===== config.mk =====
export PLATFORM = sky130hd
export DESIGN_NAME = multi_adder_sched
export DESIGN_NICKNAME = d
export VERILOG_FILES = /design/src/rtl/multi_adder_pkg.sv /design/src/rtl/rr_arbiter.sv /design/src/rtl/multi_adder_sched.sv
export SDC_FILE = /design/constraint.sdc
export NUM_CORES = 1
export LEC_CHECK = 0
export BUFFER_PORTS_ARGS = -buffer_cell sky130_fd_sc_hd__buf_2
export CELL_PAD_IN_SITES_DETAIL_PLACEMENT = 1
export CELL_PAD_IN_SITES_GLOBAL_PLACEMENT = 2
export CORE_UTILIZATION = 33
export DETAILED_ROUTE_END_ITERATION = 8
export HOLD_SLACK_MARGIN = 0.12
export PLACE_DENSITY_LB_ADDON = 0.1
export SLEW_MARGIN = 40
export SYNTH_ARGS = -nofsm -noshare
export SYNTH_HDL_FRONTEND = slang
export SYNTH_SLANG_ARGS = --single-unit

===== constraint.sdc =====
create_clock -name prj_clk -period 2.2 [get_ports prj_clk]
set_input_delay 0.11 -clock prj_clk [delete_from_list [all_inputs] [get_ports prj_clk]]
set_output_delay 0.11 -clock prj_clk [all_outputs]
set_load 0.01 [all_outputs]

===== src/rtl/multi_adder_pkg.sv =====
// Shared types and constants for the multi-adder scheduler.
// Holds the FSM state encoding and the default sizing.
package multi_adder_pkg;

    typedef enum logic [1:0] {
        S_IDLE,
        S_ISSUE,
        S_WAIT,
        S_RESP
    } state_t;

    localparam int DP_LATENCY  = 11;
    localparam int DEF_N_REQ   = 4;
    localparam int DEF_TIMEOUT = 32;

endpackage


===== src/rtl/rr_arbiter.sv =====
// Round-robin pick: first active request strictly after ptr, with wrap.
// Purely combinational; ptr itself is searched last.
module rr_arbiter #(
    parameter  int N = 4,
    localparam int W = $clog2(N)
) (
    input  logic [N-1:0] req,
    input  logic [W-1:0] ptr,
    output logic [W-1:0] gnt,
    output logic         any
);

    logic [W-1:0] idx;

    // Walk offsets from farthest to nearest so the nearest hit wins.
    always_comb begin
        gnt = '0;
        any = 1'b0;
        idx = '0;
        for (int i = N; i >= 1; i--) begin
            idx = ptr + W'(i);
            if (req[idx]) begin
                gnt = idx;
                any = 1'b1;
            end
        end
    end

endmodule


===== src/rtl/multi_adder_sched.sv =====
// Schedules N_REQ requesters onto one shared multi-adder datapath,
// one operation in flight, with a watchdog and sticky error flags.
module multi_adder_sched
    import multi_adder_pkg::*;
#(
    parameter  int N_REQ   = DEF_N_REQ,
    parameter  int TIMEOUT = DEF_TIMEOUT,
    localparam int SW      = $clog2(N_REQ)
) (
    input  logic             prj_clk,
    input  logic             prj_rst_n,
    input  logic [N_REQ-1:0] req_valid,
    output logic [N_REQ-1:0] req_ready,
    output logic             dp_tvalid,
    output logic [SW-1:0]    dp_sel,
    input  logic             dp_done,
    output logic [N_REQ-1:0] rsp_valid,
    output logic             rsp_err,
    output logic             busy,
    output logic             timeout_err,
    input  logic             err_clr,
    output logic             spurious_err
);

    localparam int CW = $clog2(TIMEOUT);

    state_t           state, state_n;
    logic [SW-1:0]    ptr, ptr_n;
    logic [SW-1:0]    sel_n;
    logic [CW-1:0]    cnt, cnt_n;
    logic [N_REQ-1:0] rdy_n, rv_n;
    logic             tv_n, err_n;
    logic             to_set, sp_set;
    logic [SW-1:0]    gnt;
    logic             any;

    rr_arbiter #(.N(N_REQ)) u_arb (
        .req (req_valid),
        .ptr (ptr),
        .gnt (gnt),
        .any (any)
    );

    always_comb begin
        state_n = state;
        ptr_n   = ptr;
        sel_n   = dp_sel;
        cnt_n   = cnt;
        rdy_n   = '0;
        rv_n    = '0;
        tv_n    = 1'b0;
        err_n   = 1'b0;
        to_set  = 1'b0;
        sp_set  = dp_done && (state != S_WAIT);
        unique case (state)
            S_IDLE: begin
                if (any) begin
                    state_n    = S_ISSUE;
                    ptr_n      = gnt;
                    sel_n      = gnt;
                    rdy_n[gnt] = 1'b1;
                    tv_n       = 1'b1;
                    cnt_n      = '0;
                end
            end
            S_ISSUE: begin
                state_n = S_WAIT;
                cnt_n   = cnt + CW'(1);
            end
            S_WAIT: begin
                // A done pulse in the final watchdog cycle still counts as success.
                if (dp_done) begin
                    state_n      = S_RESP;
                    rv_n[dp_sel] = 1'b1;
                end else if (cnt == CW'(TIMEOUT - 1)) begin
                    state_n      = S_RESP;
                    rv_n[dp_sel] = 1'b1;
                    err_n        = 1'b1;
                    to_set       = 1'b1;
                end else begin
                    cnt_n = cnt + CW'(1);
                end
            end
            S_RESP: begin
                state_n = S_IDLE;
            end
        endcase
    end

    always_ff @(posedge prj_clk or negedge prj_rst_n) begin
        if (!prj_rst_n) begin
            state        <= S_IDLE;
            ptr          <= SW'(N_REQ - 1);
            dp_sel       <= '0;
            cnt          <= '0;
            req_ready    <= '0;
            rsp_valid    <= '0;
            dp_tvalid    <= 1'b0;
            rsp_err      <= 1'b0;
            busy         <= 1'b0;
            timeout_err  <= 1'b0;
            spurious_err <= 1'b0;
        end else begin
            state     <= state_n;
            ptr       <= ptr_n;
            dp_sel    <= sel_n;
            cnt       <= cnt_n;
            req_ready <= rdy_n;
            rsp_valid <= rv_n;
            dp_tvalid <= tv_n;
            rsp_err   <= err_n;
            busy      <= (state_n != S_IDLE);
            if (to_set)
                timeout_err <= 1'b1;
            else if (err_clr)
                timeout_err <= 1'b0;
            if (sp_set)
                spurious_err <= 1'b1;
            else if (err_clr)
                spurious_err <= 1'b0;
        end
    end

endmodule


======== Word level (Yosys, flattened, before mapping) ========
Index checks and enable logic that the tools add are counted.
word-level totals
  logic and storage cells ................. 82
  output and inout bits ................... 15
  register bits after elaboration ......... 24
  input bits .............................. 8
operators by class
  equality and inequality tests ........... 8
  add/sub/neg operators ................... 4
  reductions and logical operators ........ 10
  mux-type cells .......................... 41
  magnitude comparators ................... 8
operators with widths
  cell                   number
  $mux W4                5
  $lt A2 B3 Y1 const B   6
  $mux W1                18
  $mux W5                3
  $pmux W5 S3            1
  $mux W2                7
  $bmux W1 S2            4
  $ne A2 B2 Y1 const B   4
  $pmux W2 S4            1
  $reduce_bool A2 Y1     3
  $add A5 B1 Y5 const B  1
  $eq A5 B5 Y1 const B   1
  $add A2 B2 Y2 const B  2
  $demux W1 S2           2
  $eq A2 B2 Y1 const B   2
  $ge A2 B1 Y1 const B   2
  $reduce_and A4 Y1      1
  $logic_and A1 B1 Y1    3
  $reduce_bool A3 Y1     1
  $add A2 B1 Y2 const B  1
  $eq A2 B1 Y1 const B   1
  $logic_not A2 Y1       1
  $reduce_and A2 Y1      1

======== Longest topological paths before layout ========
Gate-level depths: netlist of the first run.
  depth in word-level cells ............... 12
  mapped depth ............................ 7
  gate-level depth less buffers ........... 7

======== By module ========
From an unflattened synthesis of the first run, not the netlist that was laid out.
second synthesis, totals
  cells, all modules ...................... 105
  area, all modules ....................... 1099.8 um2
modules (own cells, without submodules)
  module             seq. area each (um2)  area each (um2)  instances  cells each
  multi_adder_sched  603.1                 1008.5           1          91
  rr_arbiter         0.0                   91.3             1          14

======== Least setup slack after synthesis of the first run ========
OpenSTA, ideal clock, no wires.
  path kind ............................... register to register
  start point ............................. reg cnt[0]
  end point ............................... reg cnt[3]
  period minus slack after synthesis ...... 1.863 ns
  data arrival time ....................... 1.735 ns
  data required time ...................... 2.072 ns
  buffers on the path ..................... 0
  stages on the path, launching flop included .. 8
  setup slack ............................. 0.337 ns
  setup time .............................. 0.128 ns
  path through ............................ dfrtp_1 > ha_1 > and3_1 > ha_1 > o21a_1 > a211o_2 > o21ai_0 > o31ai_1
between the ends
  word-level cells in the longest chain between the ends .. 4
  elaborated cells on any way between the ends .. 7
  those cells by class .................... add/sub (1); eq/ne (2); mux (3); reduce/logical (1)
ends and longest elaborated chain
  element                   line                                              source
  start: declaration        multi_adder_sched.sv:30                           logic [CW-1:0] cnt, cnt_n;
  start signal: assignment  multi_adder_sched.sv:107                          cnt <= cnt_n;
  $add A5 B1 Y5             multi_adder_sched.sv:68, multi_adder_sched.sv:81
  $mux W5                   multi_adder_sched.sv:75                           end else if (cnt == CW'(TIMEOUT - 1)) begin
  $mux W5                   multi_adder_sched.sv:72                           if (dp_done) begin
  $pmux W5 S3               multi_adder_sched.sv:55                           unique case (state)
Several ways; a longest one is shown, not always the timed one. The select of a mux whose other input is x is not followed.
A chain may end at the register's enable or synchronous reset.

======== Worst setup path in the final report of the first run ========
Ends and elaborated chain as after synthesis.

==> flow_metrics.tcl, run 1 <==
set metrics [dict create \
    ant_nets 0 \
    initial_core_util 0.354 \
    cp_cell_sequence "ha_1, and3_1, ha_1, o21a_1, a211o_2, o21ai_0, o31ai_1" \
    vias 824 \
    endpoint_kind "register" \
    drtIter0Drc 17 \
    reg2reg_slack_ns 0.15 \
    core_area_sq_mm 0.00313 \
    drv_cap 0 \
    critical_path.max_stage_delay_ns 0.43 \
    grt_antenna_before_repair 0 \
    finish.utilization 0.433 \
    clock_sink_count 24 \
    synth_compound_area_frac 0.131 \
    hold_viol 0 \
    finalPower_mw 1.65 \
    grt_overflow 0 \
    die_x_microns 59.9 \
    synth_area_sq_mm 0.00111 \
    period_needed_ns 2.05 \
    ctsResizeCount 0 \
    synth_top_family_by_area "simple AND/OR/NAND/NOR gates" \
    place_area_sq_mm 0.00127 \
    drive_above_1_share 0.273 \
    critPathRequiredTime_ns 2.41 \
    syn_area_per_cell_sq_um 11.2 \
    fin_nets 143 \
    max_slew_margin 0.655 \
    grt_pass1_wl_microns 3750 \
    synth_ff_type "dfrtp_1" \
    cts.clk_slew.worst_paths_ns 0.13 \
    wl_met2_microns 1060 \
    routed_via_density 4.79 \
    num_antenna_cells 0 \
    grt_pass1_vias 821 \
    async_flop_share 1.00 \
    top_layer_used "met4" \
    synthCells 99 \
    htreeDepth 1 \
    fin_cells 172 \
    synth_fa_ha_area_frac 0.0678 \
    syn_to_final_growth_pct 22.4 \
    muxShareOfSynthArea 0.0271 \
    setup_viol 0 \
    ys_seq_area_frac 0.545 \
    cts-buffers-inserted 3 \
    drc 0 \
    grt_max_degree 25 \
    die_h_microns 59.9 \
    placedCellCount 165 \
    insertion_delay_ns 0.31 \
    synth_edf_count 0 \
    run_status "completed" \
    r2r_cells 7 \
    rsz0062_at_grt "false" \
    period_share 0.930 \
    synth_xor_area_frac 0 \
    dieArea_sq_mm 0.00359 \
    clk_path_buf_depth 2 \
    cp.arrival_ns 2.26 \
    crit_fanout 7 \
    synth_nets 113 \
    wirelength_microns 2190 \
    synthTopCellsByArea "dfrtp_1 (50%), ha_1 (6.8%), dfstp_2 (4.7%), nand2_1 (3.7%), o21ai_0 (3.6%)" \
    tightest_slew_ns 0.517 \
    cp-start-kind "register" \
    ctsHoldBuffers 3 \
    dpl.hpwl_microns 1630 \
    portBuffers 22 \
    fin_tns_setup_ns 0 \
    powerDensity_mw_per_mm2 1220 \
    root_buffer "clkbuf_4" \
    p_leak_nw 0.699 \
    min_to "rsp_err" \
    synth_top_area_cell "dfrtp_1" \
    wl_met1_microns 1040 \
    reg2reg_from "cnt[0]" \
    fmax_mhz 489 \
    synth_cell_types 31 \
    skew_ns 0.00654 \
    ys_top_cells_by_count "dfrtp_1 (22), nand2_1 (11), o21ai_0 (8)" \
    slew_violations 0 \
    cts_tree "built" \
    routabilityCongestion 0.736 \
    yosys_warnings 0 \
    grt_use_total 0.142 \
    worstHoldPathType "in -> reg" \
    crit_slowest_cell "dfrtp_1" \
    path_common_cell "ha_1" \
    yosysMostFrequentCell "dfrtp_1" \
    firstDrtPassIters 2 \
    yosysTopAreaCellShare 0.497 \
    synthSimpleGateAreaFrac 0.207 \
    row_count 20 \
    r2r_end "cnt[3]" \
    cts_setup_buffers 0 \
    hold_depth 3 \
    num_io_pins 23 \
    path_class "reg -> reg" \
    holdCritStartpoint "dp_done" \
    wl_per_cell_microns 12.7 \
    stdcell_area_sq_mm 0.00136 \
    vdd_drop_max_uv 702 \
    wl_met3_microns 70 \
    ys_ff_latch 24 \
]
==> placed cells by master, fill, tap and decap left out <==
cell and n:
ha_1 6, nor3b_1 1, nor2_1 4, nand3_1 2, dfstp_2 2, nand2b_1 4, o22a_1 1, dlygate4sd3_1 3
a211o_1 1, o211ai_1 1, buf_2 22, nor4_4 1, bufinv_16 1, nand2_1 11, clkbuf_4 3, o21ai_0 8
nor2b_1 3, o31ai_1 1, a21o_1 1, a211o_2 1, or3_1 2, or2b_4 1, a21oi_1 4, inv_1 5
a31oi_1 1, o21a_1 1, inv_4 1, dfrtp_1 22, and2_1 2, o2bb2ai_1 1, and3_1 3, nand3b_4 1
o22ai_1 2, mux2_4 2, nor3_1 3
==> sequential cells by signal, summed over array words and instances (netlist names) <==
register,cells
cnt,5
req_ready,4
rsp_valid,4
dp_sel,2
ptr,2
state,2
busy,1
dp_tvalid,1
rsp_err,1
spurious_err,1
timeout_err,1
==> final cells by class <==
cell class | instances | area, sq um
clock inverters | 1 | 30.0
multi-input cells | 69 | 479
clock buffers | 3 | 22.5
repair buffers | 25 | 140
inverters | 6 | 25.0
flip-flops and latches | 24 | 603
fillers | 363 | 1770
well taps | 44 | 55.1
==> through the flow <==
step                      worst slack [ns]  hold WS, ns
after global routing              0.000656        0.198
after detailed placement             0.176        0.124
after CTS                            0.154        0.172
after global placement               0.240        0.117
final                                0.154        0.192
after floorplan                      0.337       -0.186
==> worst max-delay path, delay by kind of cell, from the launching register on <==
kind	cells	cell delay [ns]
adder cells (fa/ha/maj)	2	0.47
AND/OR/NAND/NOR	1	0.15
flip-flops	1	0.43
AO/OA/AOI/OAI	4	0.89
==> worst max-delay path by stage <==
stage	startpoint	end	cells after the start
after global placement	cnt[0]	cnt[3]	7
after detailed placement	cnt[0]	cnt[2]	7
after floorplan	cnt[0]	cnt[3]	7
final	cnt[0]	cnt[3]	7
after CTS	cnt[0]	cnt[3]	7
after global routing	cnt[0]	cnt[2]	7
==> layer usage <==
| layer | up-vias | track usage |
|---|---|---|
| li1 | 402 | - |
| met1 | 406 | 0.183 |
| met2 | 14 | 0.233 |
| met3 | 2 | 0.0260 |
| met4 | 0 | 0.0598 |
| met5 | - | 0 |
==> power by group <==
group | internal, mW | leakage (nW) | switching, mW | total (mW)
Clock | 0.184 | 0.0279 | 0.131 | 0.315
Combinational | 0.302 | 0.361 | 0.349 | 0.650
Sequential | 0.583 | 0.310 | 0.102 | 0.685
Total | 1.07 | 0.699 | 0.582 | 1.65
==> cell families after synthesis <==
group	after synthesis
AO/OA/AOI/OAI	23
flip-flops	24
adder cells (fa/ha/maj)	6
AND/OR/NAND/NOR	38
multiplexers	2
buffers and inverters	6
No activity file was read; power rests on OpenSTA's default activity.
==> run 2: changes to the inputs <==
ABC_AREA = 1   (was unset)
CORE_UTILIZATION = 31   (was 33)
==> flow_metrics.tcl, run 2 <==
set metrics [dict create \
    run_status "completed" \
    row_count 22 \
    stdcell_area_sq_mm 0.00147 \
    grt_pass1_vias 1022 \
    root_buffer "clkbuf_8" \
    synth_top_area_cell "dfrtp_1" \
    ys_ff_latch 24 \
    p_leak_nw 0.836 \
    wirelength_microns 2590 \
    clk_path_buf_depth 2 \
    path_class "reg -> reg" \
    cts_tree "built" \
    firstDrtPassIters 4 \
    synth_ff_type "dfrtp_1" \
    syn_area_per_cell_sq_um 8.10 \
    grt_use_total 0.145 \
    synth_area_sq_mm 0.00120 \
    yosys_warnings 0 \
    synth_cell_types 19 \
    ys_seq_area_frac 0.503 \
    ant_nets 0 \
    hold_viol 0 \
    fmax_mhz 560 \
    cts-buffers-inserted 3 \
    drc 0 \
    holdCritStartpoint "dp_done" \
    cts_setup_buffers 0 \
    gr-usage-met3 0.0375 \
    gr-max-usage-layer "met2" \
    cts.clk_slew.worst_paths_ns 0.09 \
    period_needed_ns 1.78 \
    seqPwrFrac 0.357 \
    reg2reg_slack_ns 0.42 \
    p_comb_frac 0.443 \
    routed_via_density 4.58 \
    setup_viol 0 \
    nFillCells 464 \
    syn_to_final_growth_pct 22.3 \
    synth_nets 162 \
    layout_common_cells "nand2_1 (45), inv_1 (27), dfrtp_1 (22), buf_2 (22), nand3_1 (13)" \
    die_h_microns 64.2 \
    vdd_drop_max_uv 396 \
    rsz0062_at_grt "false" \
    regArea_sq_um 603 \
    place_area_sq_mm 0.00137 \
    drv_cap 0 \
    worstHoldPathType "in -> reg" \
    htreeDepth 1 \
    min_to "rsp_err" \
    insertion_delay_ns 0.27 \
    num_antenna_cells 0 \
    skew_ns 0.00433 \
    yosysMostFrequentCell "nand2_1" \
    max_flop_register "cnt" \
    hold_depth 4 \
    drive_above_1_share 0.198 \
    r2r_end "busy" \
    dpl.hpwl_microns 1960 \
    synth_edf_count 0 \
    slew_violations 0 \
    critPathRequiredTime_ns 2.35 \
    core_area_sq_mm 0.00369 \
    multiInputGateArea_sq_um 479 \
    reg2reg_from "cnt[0]" \
    netSwitchingPower_uw 814 \
    ys_top_cells_by_count "nand2_1 (45), inv_1 (27), dfrtp_1 (22)" \
    vias 1030 \
    powerDensity_mw_per_mm2 1330 \
    grt_use_met1 0.170 \
    largest_register_ffs 5 \
    cp.arrival_ns 1.93 \
    grt_antenna_before_repair 0 \
    initial_core_util 0.325 \
    grt_overflow 0 \
    synthTopCellsByArea "dfrtp_1 (46%), nand2_1 (14%), inv_1 (8.5%), ha_1 (6.3%), nand3_1 (5.4%)" \
    async_flop_share 1.00 \
    drtIter0Drc 32 \
    wl_per_cell_microns 11.5 \
    top_regs "cnt x5, req_ready x4, rsp_valid x4" \
    max_slew_margin 0.641 \
    grt_pass1_wl_microns 4510 \
    num_io_pins 23 \
    fin_nets 192 \
    use_met2 0.246 \
    portBuffers 22 \
    r2r_cells 9 \
    routabilityCongestion 0.750 \
    cp-start-kind "register" \
    period_share 0.811 \
    layout.cells.most_common "nand2_1" \
    internal_power_mw 1.13 \
    synthCells 148 \
    ctsResizeCount 0 \
    sw_frac_of_total 0.419 \
    tightest_slew_ns 0.539 \
    clock_sink_count 24 \
    p_clk_frac 0.200 \
    crit_fanout 6 \
    dieArea_sq_mm 0.00412 \
    ctsHoldBuffers 3 \
    grt_max_degree 25 \
    endpoint_kind "register" \
    fin_tns_setup_ns 0 \
    yosysTopAreaCellShare 0.459 \
    die_x_microns 64.2 \
]
[run 2: kinds of logic after synthesis]
group                    after synthesis  share of synthesized area
AO/OA/AOI/OAI                         16                     0.0710
XOR/XNOR                               1                    0.00731
adder cells (fa/ha/maj)                6                     0.0626
buffers and inverters                 29                     0.0971
flip-flops                            24                      0.503
AND/OR/NAND/NOR                       72                      0.259
[run 2: worst max-delay path by stage]
stage | start | end
3_5_place_dp | cnt[0] | busy
6_report | cnt[0] | busy
4_1_cts | cnt[0] | busy
3_3_place_gp | cnt[0] | cnt[0]
5_1_grt | cnt[1] | cnt[3]
2_1_floorplan | cnt[0] | cnt[2]
[run 2: per-layer routing]
layer  wire length (microns)  vias to the layer above  share of wire
li1                        -                      516              -
met1                    1180                      493           0.46
met2                    1270                       17           0.49
met3                      92                        4          0.036
met4                      44                        0          0.017
met5                       0                        -              0
[run 2: layout make-up]
cell class	count	share of cell area
Timing Repair Buffer	26	0.101
Clock inverter	1	0.0205
Clock buffer	3	0.0282
Tap cell	48	0.0410
Multi-Input combinational cell	95	0.327
Sequential cell	24	0.411
Inverter	28	0.0717
[run 2: power groups by stage]
stage	sequential, mW	combinational [mW]	clock (mW)
detailed placement	0.704	0.869	0
CTS	0.695	0.887	0.406
floorplan	0.701	0.628	0
global route	0.710	1.02	0.421
finish	0.693	0.862	0.389
global placement	0.699	0.859	0
[run 2: through the flow]
stage	power [mW]	setup WS, ns	utilization	std cells	hold WS (ns)
3_5_place_dp	1.57	0.441	0.370	218	0.121
3_3_place_gp	1.56	0.476	0.370	218	0.117
4_1_cts	1.99	0.395	0.398	225	0.130
2_1_floorplan	1.33	0.475	-	148	-0.186
5_1_grt	2.15	0.246	0.398	225	0.149
6_report	1.94	0.416	0.398	225	0.131
[run 2: worst max-delay path: stages, from the launching register on]
cell and delay, ns:
dfrtp_1 0.40, ha_1 0.22, inv_1 0.08, nor3_1 0.07, ha_1 0.19, o21ai_1 0.18
buf_4 0.17, inv_1 0.04, o21ai_0 0.21, nand3_1 0.11
==> run 3: changes to the inputs <==
CORE_UTILIZATION = 28   (was 31)
clock period = 1.5 ns   (was 2.2 ns; I/O delays follow)
==> flow_metrics.tcl, run 3 (same netlist as run 2, synthesis figures left out) <==
set metrics [dict create \
    run_status "finished with violations" \
    violations "setup timing" \
    grt_pass1_vias 1105 \
    internal_power_mw 2.02 \
    drv_cap 0 \
    fmax_mhz 655 \
    num_antenna_cells 0 \
    wl_per_cell_microns 11.9 \
    fin_nets 209 \
    period_needed_ns 1.53 \
    cp-start-kind "register" \
    cts-buffers-inserted 3 \
    routabilityCongestion 0.739 \
    seqPwrFrac 0.276 \
    vias 1102 \
    slew_violations 0 \
    sw_frac_of_total 0.444 \
    skew_ns 0.00211 \
    vdd_drop_max_uv 622 \
    grt_max_degree 25 \
    root_buffer "clkbuf_8" \
    period_share 1.02 \
    p_clk_frac 0.123 \
    path_class "reg -> reg" \
    grt_pass1_wl_microns 5020 \
    worstSetupStartpoint "cnt[1]" \
    fin_tns_setup_ns -0.0895 \
    syn_to_final_growth_pct 51.4 \
    insertion_delay_ns 0.27 \
    cp_cell_sequence "ha_2, inv_2, nor3_2, ha_2, o21ai_4, nand2_1, o22ai_2, nand3_1" \
    num_io_pins 23 \
    stdcell_area_sq_mm 0.00181 \
    max_flop_register "cnt" \
    p_comb_frac 0.601 \
    tightest_slew_ns 0.539 \
    netSwitchingPower_mw 1.61 \
    hold_viol 0 \
    portBuffers 22 \
    powerDensity_mw_per_mm2 2000 \
    cp.arrival_ns 1.68 \
    clk_path_buf_depth 2 \
    max_slew_margin 0.641 \
    top_regs "cnt x5, req_ready x4, rsp_valid x4" \
    crit_slowest_cell "dfrtp_1" \
    cts_tree "built" \
    routed_via_density 4.52 \
    cp_top_family "flip-flops" \
    die_x_microns 67.4 \
    clock_sink_count 24 \
    p_leak_nw 0.975 \
    critical_path.max_stage_delay_ns 0.39 \
    dpl.hpwl_microns 2140 \
    nFillCells 474 \
    grt_use_total 0.151 \
    reg2reg_from "cnt[1]" \
    layout.cells.most_common "nand2_1" \
    largest_register_ffs 5 \
    crit_fanout 4 \
    critPathRequiredTime_ns 1.65 \
    drtIter0Drc 34 \
    crit_buf_inv 1 \
    path_common_cell "ha_2" \
    drc 0 \
    setup_viol 7 \
    drive_above_1_share 0.500 \
    holdCritStartpoint "req_valid[3]" \
    grt_antenna_before_repair 0 \
    firstDrtPassIters 3 \
    cts.clk_slew.worst_paths_ns 0.09 \
    htreeDepth 1 \
    rsz0062_at_grt "true" \
    endpoint_kind "register" \
    post-place-ws_ns -0.0915 \
    row_count 23 \
    initial_core_util 0.295 \
    wirelength_microns 2890 \
    worstHoldPathType "in -> reg" \
    setup_ws_ns -0.0261 \
    die_h_microns 67.4 \
    layout_common_cells "nand2_1 (27), inv_1 (23), dfrtp_1 (22), buf_2 (22), nand2_2 (17)" \
    core_area_sq_mm 0.00406 \
    dieArea_sq_mm 0.00455 \
    finalPower_mw 3.63 \
    grt_overflow 0 \
    place_area_sq_mm 0.00148 \
    ant_nets 0 \
]
==> run 3: timing repair <==
| action | in CTS | in global routing |
|---|---|---|
| gates resized for setup | 15 | 43 |
| pin swaps | 7 | 11 |
| setup endpoints to repair | 14 | 21 |
| buffers inserted | 4 | 2 |
| hold endpoints to repair | 25 | 0 |
| hold buffers | 3 | 0 |
| cloned | 0 | 1 |
==> run 3: final timing paths <==
check	to	slack, ns	cells past startpoint
min in group asynchronous	rsp_valid[1]	0.31	2
max in group asynchronous	ptr[1]	0.82	2
min reg2reg	cnt[4]	0.51	2
min	req_ready[2]	0.28	6
max reg2reg	busy	-0.03	8
max	busy	-0.03	8
==> run 3: power groups by stage <==
stage,Combinational [mW],Sequential [mW],Clock [mW]
2_1_floorplan,0.947,1.03,0
3_3_place_gp,1.56,0.979,0
3_5_place_dp,1.59,0.993,0
4_1_cts,1.76,0.981,0.458
5_1_grt,2.47,1.03,0.488
6_report,2.19,1.00,0.446
==> run 3: layer usage <==
metal | wire, microns | up-vias | global-route usage
li1 | - | 555 | -
met2 | 1470 | 19 | 0.250
met1 | 1270 | 524 | 0.182
met3 | 91 | 4 | 0.0304
met4 | 57 | 0 | 0.0798
met5 | 0 | - | 0
==> run 3: area by class of cell <==
type                            instances  area [sq um]  area share
Clock buffer                            4          55.1      0.0303
Inverter                               28           110      0.0607
Multi-Input combinational cell         95           678       0.374
Sequential cell                        24           603       0.332
Tap cell                               50          62.6      0.0345
Timing Repair Buffer                   43           305       0.168
==> run 3: worst register-to-register path, cell delays in order, from the launching register on <==
cell     delay, ns
dfrtp_1       0.39
ha_2          0.19
inv_2         0.06
nor3_2        0.04
ha_2          0.20
o21ai_4       0.19
nand2_1       0.09
o22ai_2       0.16
nand3_1       0.09
==> run 3: stage by stage <==
| stage | utilization | hold slack, ns | cells |
|---|---|---|---|
| floorplan | - | -0.221 | 148 |
| global placement | 0.364 | 0.0769 | 230 |
| detailed placement | 0.364 | 0.0942 | 230 |
| finish | 0.447 | 0.280 | 244 |
| global route | 0.447 | 0.313 | 244 |
| CTS | 0.405 | 0.320 | 241 |
